--- config.mk ---
export PLATFORM = sky130hd
export DESIGN_NAME = sprite_mover
export DESIGN_NICKNAME = d
export VERILOG_FILES = /design/src/rtl/game_pkg.sv /design/src/rtl/move_tick_gen.sv /design/src/rtl/sprite_mover.sv
export SDC_FILE = /design/constraint.sdc
export NUM_CORES = 1
export LEC_CHECK = 0
export CAP_MARGIN = 20
export CORE_ASPECT_RATIO = 1.2
export CORE_MARGIN = 2
export CORE_UTILIZATION = 30
export DETAILED_ROUTE_END_ITERATION = 10
export SYNTH_ARGS = -nofsm -noshare
export SYNTH_HDL_FRONTEND = slang
export SYNTH_SLANG_ARGS = --single-unit
--- constraint.sdc ---
create_clock -name clk -period 4.3 [get_ports clk]
set_clock_uncertainty 0.1 [all_clocks]
set_input_delay 1.29 -clock clk [delete_from_list [all_inputs] [get_ports clk]]
set_output_delay 1.29 -clock clk [all_outputs]
set_load 0.1 [all_outputs]
--- src/rtl/game_pkg.sv ---
// rtl/game_pkg.sv - direction encoding, key mapping and width helper shared by actor logic
package game_pkg;

    localparam logic [1:0] DIR_UP    = 2'd0;
    localparam logic [1:0] DIR_RIGHT = 2'd1;
    localparam logic [1:0] DIR_LEFT  = 2'd2;
    localparam logic [1:0] DIR_DOWN  = 2'd3;

    // dir_held / blocked bit positions deliberately match the facing encoding
    localparam int BIT_UP    = 0;
    localparam int BIT_RIGHT = 1;
    localparam int BIT_LEFT  = 2;
    localparam int BIT_DOWN  = 3;

    localparam logic [7:0] KEY_UP    = 8'h75;
    localparam logic [7:0] KEY_DOWN  = 8'h72;
    localparam logic [7:0] KEY_LEFT  = 8'h6B;
    localparam logic [7:0] KEY_RIGHT = 8'h74;

    function automatic logic [3:0] key_to_held(input logic [7:0] code);
        logic [3:0] r_held;
        r_held = 4'b0000;
        case (code)
            KEY_UP:    r_held[BIT_UP]    = 1'b1;
            KEY_RIGHT: r_held[BIT_RIGHT] = 1'b1;
            KEY_LEFT:  r_held[BIT_LEFT]  = 1'b1;
            KEY_DOWN:  r_held[BIT_DOWN]  = 1'b1;
            default:   r_held = 4'b0000;
        endcase
        return r_held;
    endfunction

    function automatic int clog2(input int v);
        int r;
        r = 0;
        while ((1 << r) < v) r = r + 1;
        return r;
    endfunction

endpackage

--- src/rtl/move_tick_gen.sv ---
// rtl/move_tick_gen.sv - free-running move tick divider with synchronous clear
module move_tick_gen
    import game_pkg::*;
#(
    parameter int TICK_DIV = 1_000_000
) (
    input  logic clk,
    input  logic rst_n,
    input  logic i_en,
    input  logic i_clr,
    output logic o_tick
);

    localparam int CNTW = clog2(TICK_DIV);

    logic [CNTW-1:0] r_cnt;
    logic            w_last;

    assign w_last = (r_cnt == CNTW'(TICK_DIV - 1));
    assign o_tick = i_en && !i_clr && w_last;

    always_ff @(posedge clk or negedge rst_n) begin
        if (!rst_n) begin
            r_cnt <= '0;
        end else if (i_clr || !i_en || w_last) begin
            r_cnt <= '0;
        end else begin
            r_cnt <= r_cnt + 1'b1;
        end
    end

endmodule

--- src/rtl/sprite_mover.sv ---
// rtl/sprite_mover.sv - clamped, rate-limited sprite motion and walk-cycle animation
module sprite_mover
    import game_pkg::*;
#(
    parameter int CW       = 9,
    parameter int FRAMES   = 3,
    parameter int STEP     = 2,
    parameter int TICK_DIV = 1_000_000,
    parameter int X_MIN    = 0,
    parameter int X_MAX    = 319,
    parameter int Y_MIN    = 0,
    parameter int Y_MAX    = 239
) (
    input  logic                          clk,
    input  logic                          rst_n,
    input  logic                          en,
    input  logic                          load,
    input  logic [CW-1:0]                 load_x,
    input  logic [CW-1:0]                 load_y,
    input  logic [3:0]                    dir_held,
    input  logic [3:0]                    blocked,
    output logic [CW-1:0]                 pos_x,
    output logic [CW-1:0]                 pos_y,
    output logic [1:0]                    facing,
    output logic [clog2(FRAMES)-1:0]      frame,
    output logic [clog2(4*FRAMES)-1:0]    sprite_state,
    output logic                          moving,
    output logic                          step_pulse
);

    localparam int FW  = clog2(FRAMES);
    localparam int SW  = clog2(4 * FRAMES);
    localparam int CWE = CW + 1;

    localparam logic [CWE-1:0] XMIN_E = CWE'(X_MIN);
    localparam logic [CWE-1:0] XMAX_E = CWE'(X_MAX);
    localparam logic [CWE-1:0] YMIN_E = CWE'(Y_MIN);
    localparam logic [CWE-1:0] YMAX_E = CWE'(Y_MAX);
    localparam logic [CWE-1:0] STEP_E = CWE'(STEP);
    localparam logic [FW-1:0]  LAST_FRAME = FW'(FRAMES - 1);

    logic [CW-1:0] r_pos_x, r_pos_y;
    logic [1:0]    r_facing;
    logic [FW-1:0] r_frame;
    logic [SW-1:0] r_sprite;
    logic          r_moving, r_step;

    logic [CW-1:0] w_nxt_x, w_nxt_y;
    logic [1:0]    w_nxt_facing, w_sel_dir;
    logic [FW-1:0] w_nxt_frame, w_adv_frame;
    logic [SW-1:0] w_nxt_sprite;
    logic          w_nxt_moving, w_nxt_step, w_has_dir, w_sel_blocked, w_tick;

    // Arithmetic is one bit wider than the coordinate so neither edge can wrap.
    function automatic logic [CW-1:0] inc_clamp(input logic [CW-1:0] p, input logic [CWE-1:0] hi);
        logic [CWE-1:0] s;
        s = {1'b0, p} + STEP_E;
        return (s > hi) ? hi[CW-1:0] : s[CW-1:0];
    endfunction

    function automatic logic [CW-1:0] dec_clamp(input logic [CW-1:0] p, input logic [CWE-1:0] lo);
        logic [CWE-1:0] d;
        d = {1'b0, p} - STEP_E;
        return ({1'b0, p} < lo + STEP_E) ? lo[CW-1:0] : d[CW-1:0];
    endfunction

    function automatic logic [CW-1:0] lim(input logic [CW-1:0] p, input logic [CWE-1:0] lo,
                                          input logic [CWE-1:0] hi);
        if ({1'b0, p} < lo) return lo[CW-1:0];
        if ({1'b0, p} > hi) return hi[CW-1:0];
        return p;
    endfunction

    move_tick_gen #(
        .TICK_DIV (TICK_DIV)
    ) u_tick (
        .clk    (clk),
        .rst_n  (rst_n),
        .i_en   (en),
        .i_clr  (load),
        .o_tick (w_tick)
    );

    assign w_adv_frame = (r_frame == LAST_FRAME || r_frame == '0) ? FW'(1) : r_frame + 1'b1;

    always_comb begin
        w_has_dir = |dir_held;
        if (dir_held[BIT_UP])        w_sel_dir = DIR_UP;
        else if (dir_held[BIT_LEFT]) w_sel_dir = DIR_LEFT;
        else if (dir_held[BIT_DOWN]) w_sel_dir = DIR_DOWN;
        else                         w_sel_dir = DIR_RIGHT;
        w_sel_blocked = blocked[w_sel_dir];

        w_nxt_x      = r_pos_x;
        w_nxt_y      = r_pos_y;
        w_nxt_facing = r_facing;
        w_nxt_frame  = r_frame;
        w_nxt_moving = r_moving;
        w_nxt_step   = 1'b0;

        if (load) begin
            w_nxt_x      = lim(load_x, XMIN_E, XMAX_E);
            w_nxt_y      = lim(load_y, YMIN_E, YMAX_E);
            w_nxt_facing = DIR_RIGHT;
            w_nxt_frame  = '0;
            w_nxt_moving = 1'b0;
        end else if (!en || !w_has_dir) begin
            w_nxt_frame  = '0;
            w_nxt_moving = 1'b0;
        end else begin
            w_nxt_facing = w_sel_dir;
            if (w_tick) begin
                if (w_sel_blocked) begin
                    w_nxt_frame  = '0;
                    w_nxt_moving = 1'b0;
                end else begin
                    w_nxt_frame  = w_adv_frame;
                    w_nxt_moving = 1'b1;
                    w_nxt_step   = 1'b1;
                    case (w_sel_dir)
                        DIR_UP:    w_nxt_y = dec_clamp(r_pos_y, YMIN_E);
                        DIR_DOWN:  w_nxt_y = inc_clamp(r_pos_y, YMAX_E);
                        DIR_LEFT:  w_nxt_x = dec_clamp(r_pos_x, XMIN_E);
                        default:   w_nxt_x = inc_clamp(r_pos_x, XMAX_E);
                    endcase
                end
            end
        end
        w_nxt_sprite = SW'(w_nxt_facing) * SW'(FRAMES) + SW'(w_nxt_frame);
    end

    always_ff @(posedge clk or negedge rst_n) begin
        if (!rst_n) begin
            r_pos_x  <= XMIN_E[CW-1:0];
            r_pos_y  <= YMIN_E[CW-1:0];
            r_facing <= DIR_RIGHT;
            r_frame  <= '0;
            r_sprite <= SW'(FRAMES);
            r_moving <= 1'b0;
            r_step   <= 1'b0;
        end else begin
            r_pos_x  <= w_nxt_x;
            r_pos_y  <= w_nxt_y;
            r_facing <= w_nxt_facing;
            r_frame  <= w_nxt_frame;
            r_sprite <= w_nxt_sprite;
            r_moving <= w_nxt_moving;
            r_step   <= w_nxt_step;
        end
    end

    assign pos_x        = r_pos_x;
    assign pos_y        = r_pos_y;
    assign facing       = r_facing;
    assign frame        = r_frame;
    assign sprite_state = r_sprite;
    assign moving       = r_moving;
    assign step_pulse   = r_step;

endmodule

### Word-level counts from Yosys, hierarchy flattened

Index checks and enable logic that the tools add are counted.

| storage, ports and cells | value |
|---|---|
| memories | 0 |
| bits in registers | 48 |
| bits in writable memories | 0 |
| word-level logic and storage cells | 90 |
| ROM bits | 0 |
| latch bits | 0 |
| output and inout bits | 28 |

| operators by class | value |
|---|---|
| $add $sub $neg | 7 |
| divide/modulo/power cells | 0 |
| bitwise logic cells | 0 |
| multiply operators | 1 |
| reduce and logical (&&, ||, !) cells | 18 |
| shift-type cells | 0 |
| $lt $le $gt $ge | 7 |
| equal/unequal tests | 7 |
| multiplexer cells | 42 |

Operators by type and width:

| operator | count |
|---|---|
| $mux W9 | 16 |
| $pmux W9 S2 | 2 |
| $add A20 B1 Y20 const B | 1 |
| $add A9 B2 Y10 const B | 2 |
| $eq A20 B20 Y1 const B | 1 |
| $mux W2 | 10 |
| $mux W20 | 1 |
| $lt A9 B2 Y1 const B | 2 |
| $sub A9 B2 Y9 const B | 2 |
| $mux W1 | 12 |
| $gt A10 B8 Y1 const B | 1 |
| $gt A10 B9 Y1 const B | 1 |
| $gt A9 B8 Y1 const B | 1 |
| $gt A9 B9 Y1 const B | 1 |
| $reduce_and A4 Y1 | 2 |
| $eq A2 B2 Y1 const B | 3 |
| $reduce_bool A3 Y1 | 2 |
| $add A4 B2 Y4 | 1 |
| $logic_not A2 Y1 | 2 |
| $logic_or A1 B1 Y1 | 4 |
| $mul A2 B2 Y4 const B | 1 |
| $ne A2 B2 Y1 const B | 2 |
| $reduce_or A4 Y1 | 1 |
| $logic_not A1 Y1 | 3 |
| other kinds (7) | 8 |

### Logic depth before layout (Yosys ltp)

| logic depth | value |
|---|---|
| depth in word-level cells | 10 |
| mapped depth | 11 |
| depth with buffers taken out | 9 |

### By module

From an unflattened synthesis, not the netlist that was laid out.

| unflattened totals | value |
|---|---|
| cell total of the unflattened synthesis | 417 |
| area total of the unflattened synthesis | 3452.1 um^2 |

Modules (own cells, without submodules):

| module | instances | area an instance (um^2) | cells an instance |
|---|---|---|---|
| sprite_mover | 1 | 2424.8 | 308 |
| move_tick_gen | 1 | 1027.2 | 109 |

### Least setup slack after synthesis

Ideal clock, no wire load.

| timing path | value |
|---|---|
| kind | in2reg |
| from | input dir_held[0] |
| to | register r_sprite[2] (netlist: sprite_state[2]) |
| required time | 4064 ps |
| path buffers | 0 |
| stages | 8 |
| setup slack | 322 ps |
| arrival time | 3743 ps |
| path through | and2b_2 > a222oi_1 > nor4_1 > nand3b_1 > a21oi_1 > fa_1 > ha_1 > fa_1 |

| on the way | value |
|---|---|
| word-level cells in the longest chain between the ends | 8 |

RTL lines:

| element | line | text |
|---|---|---|
| start, declared | sprite_mover.sv:20 | `input logic [3:0] dir_held,` |
| $mux W2 | sprite_mover.sv:88 | `if (dir_held[BIT_UP]) w_sel_dir = DIR_UP;` |
| $bmux W1 S2 | sprite_mover.sv:92 | `w_sel_blocked = blocked[w_sel_dir];` |
| $mux W1 (not written as such) | sprite_mover.sv:92 |  |
| $mux W2 | sprite_mover.sv:113 | `if (w_sel_blocked) begin` |
| $mux W2 | sprite_mover.sv:112 | `if (w_tick) begin` |
| $mux W2 (*) | sprite_mover.sv:107 | `end else if (!en \|\| !w_has_dir) begin` |
| $mux W2 (*) | sprite_mover.sv:101 | `if (load) begin` |
| net w_nxt_frame[1] | sprite_mover.sv:50 | `logic [FW-1:0] w_nxt_frame, w_adv_frame;` |
| $add A4 B2 Y4 (*) | sprite_mover.sv:129 | `w_nxt_sprite = SW'(w_nxt_facing) * SW'(FRAMES) + SW'(w_nxt_frame);` |
| net w_nxt_sprite[2] | sprite_mover.sv:51 | `logic [SW-1:0] w_nxt_sprite;` |
| end signal, assigned | sprite_mover.sv:138 | `r_sprite <= SW'(FRAMES);` |
| end signal, assigned | sprite_mover.sv:146 | `r_sprite <= w_nxt_sprite;` |
| end, declared | sprite_mover.sv:45 | `logic [SW-1:0] r_sprite;` |

Mark *: on every way through the listed nets, which the timed path passes. The rest lies on a longest branch. The select of a mux whose other input is x is not followed.
A chain may end at the register's enable or synchronous reset.

### Worst setup path in the final report

Same ends and word-level chain as after synthesis.

==> summary.txt <==
Yosys
  • Sequential area share after synthesis: 0.3684
  • Syn Inst Count: 369
  • Seq cells post-synth: 48
  • Total number of yosys warnings: 0
  • Syn_nets: 410
  • EDFF count, synth: 0
  • Main synth FF type: dfrtp_1
  • Post-Syn Area: 0.003271 sq mm
  • Mean Syn Cell Area: 8.864 sq um
  • Async SR Flop Fraction: 1.000
  • Cell variety after synth: 76

Timing
  • Fin crit share: 0.9361
  • FMAX: 0.2484 GHz
  • Setup TNS: 0 ps
  • Final hold violation count: 0
  • Final worst path period need: 4025 ps
  • Final setup viols: 0
  • Count of pins over their slew limit: 0
  • Slew Limit Headroom: 0.3417
  • Min Hold Slack: 386.0 ps
  • Slew @ Worst Pin: 984.3 ps
  • RSZ-0062 raised after global routing: false

Cells and area
  • Final Util: 0.3862
  • Most frequent cells in the layout: 45 x nor2_1, 45 x dfrtp_1, 42 x clkdlybuf4s50_1
  • Nets: 460
  • N_diodes: 0
  • Syn-to-layout area delta: 24.79%
  • Layout Cells excl Fill: 549
  • Layout cell share with drive strength beyond 1: 0.1190

GRT
  • All-Layer GR Usage: 0.1520
  • Largest net degree at the start of global routing: 32
  • First-pass GRT wire length: 14.61 mm
  • GR Overflow Total: 0
  • Vias in the first global route: 3116
  • Initial antenna violation count: 0

Floorplan
  • Core box area: 0.01057 sq mm
  • Initial Utilization: 0.3095
  • Die H: 118.4 um
  • Ports: 58
  • Die area: 0.01176 sq mm
  • Std-Cell Rows: 41
  • Die Wd: 99.32 um

Critical path
  • Max incr delay on CP: 560 ps
  • Cell mode on critical path: fa_1
  • Critical Path Start Type: primary input
  • Crit-path cells: clkdlybuf4s50_1 > and2b_2 > a222oi_1 > nor4_1 > nand3b_1 > a21oi_1 > fa_1 > ha_1 > fa_1
  • Crit Path Category: in -> reg
  • Worst path slowest cell: clkdlybuf4s50_1
  • Setup slack, reg-to-reg: 600 ps
  • Worst Path Required: 4370 ps
  • Worst Path Buf+Inv: 1
  • Crit path DAT: 4100 ps
  • Crit. End Element: flip-flop
  • CP top delay family: adder cells
  • Worst-path fanout max: 6

Clock network
  • Root Driver: clkbuf_16
  • H-tree levels: 2
  • Clock latency on the worst-skew pair: 300 ps
  • Total CTS buffers: 5
  • Post-CTS resize count: 0
  • Postcts setup bufs: 0
  • Clk buf depth: 2
  • Post-cts hold buffer count: 0
  • Sinks on Clock Net: 48
  • Worst-path clk slew: 70 ps
  • CTS tree: yes

Pwr
  • Pwr/cell area: 382.1 mW/mm^2
  • Power Total: 0.001559 W
  • VDD IR max: 0.2225 mV
  • Lkg Pwr: 1.627 nW

Placed design
  • Placed instance count: 541
  • Gpl congestion: 0.8544
  • HPWL after detailed placement: 6.467 mm
  • Port bufs: 57

Hold path
  • Hold Path Class: reg -> reg

Drt
  • DR vias/cell: 5.395
  • WL per Instance: 15.87 um
  • DRT antenna net count: 0
  • WL final: 8.711 mm
  • Vias post-DR: 2962
  • Residual DRC count: 0
  • Initial DRC count: 164
  • Detailed-router iteration count before antenna repair: 4

Status
  • Status: complete, no violations

Job
  • Max Cap Viol: 0
-- layer usage --
layer  global-route usage  part of all wire
met1               0.1750              0.41
met2               0.2779              0.53
met3              0.02839             0.038
met4              0.05137             0.018
met5                    0                 0
-- worst paths after layout --
kind | from | to | depth (start not counted)
worst max register to register | u_tick.r_cnt[8] | sprite_state[2] | 8
worst min register to register | u_tick.r_cnt[0] | u_tick.r_cnt[0] | 1
worst max-delay path | dir_held[0] | sprite_state[2] | 9
worst min-delay path | u_tick.r_cnt[0] | u_tick.r_cnt[0] | 1
min in group asynchronous | rst_n | pos_x[3] | 1
max in group asynchronous | rst_n | sprite_state[1] | 2
-- registers in the layout, indices dropped and copies added (netlist names) --
name / count
frame: 2
u_tick.r_cnt: 20
pos_y: 9
facing: 2
pos_x: 9
step_pulse: 1
moving: 1
sprite_state: 4
-- synth_stat cells (all sizes together) (4+ instances only) --
master  instances  share of area
nand2          26          0.031
xor2           17          0.046
o22ai           7          0.013
and3            7          0.013
xnor2           7          0.019
or4b            4          0.012
o211ai          6          0.014
or3             6          0.012
nand2b          5         0.0096
and2            4         0.0080
a31oi          11          0.021
nor2           45          0.052
buf            10          0.021
o41ai           4          0.022
inv            15          0.017
o21ai          17          0.026
nand3          19          0.029
nor2b           4         0.0076
a21oi          13          0.020
nand4           4         0.0076
dfrtp          45           0.34
nor3            7          0.011
ha              9          0.034
clkbuf         13          0.015
-- cell type report --
cell class | instances | area, sq um
clock buffers | 5 | 125.1
fillers | 1053 | 6486
well taps | 129 | 161.4
repair buffers | 66 | 598.1
clock inverters | 3 | 46.29
multi-input cells | 283 | 1889
inverters | 15 | 56.30
flip-flops and latches | 48 | 1205
-- kinds of logic (layout without fill, tap and decap cells) --
family | Yosys count | count (layout) | synth area share
AOI/OAI and AO/OA | 88 | 88 | 0.1982
adders and majority gates | 11 | 11 | 0.04667
muxes | 5 | 5 | 0.01645
DFF | 48 | 48 | 0.3684
xor gates and xnor gates | 24 | 24 | 0.06427
buffers and inverters | 38 | 89 | 0.05393
and+or+nand+nor | 155 | 155 | 0.2521
-- metrics by stage --
| step | instance area [sq um] | worst slack [ps] |
|---|---|---|
| finish | 4081 | 274.6 |
| global route | 4081 | 147.4 |
| CTS | 4081 | 278.4 |
| detailed placement | 3910 | -29.45 |
| global placement | 3910 | 142.8 |
| floorplan | 3271 | 321.7 |
-- power breakdown --
group	internal (W)	switching, W	leakage, nW	total [W]
combinational	0.000167	0.000374	0.939	0.000542
sequential	0.000483	0.0000705	0.608	0.000553
clock	0.000277	0.000188	0.0804	0.000465
Note: power is estimated with default switching activity, not from simulation.
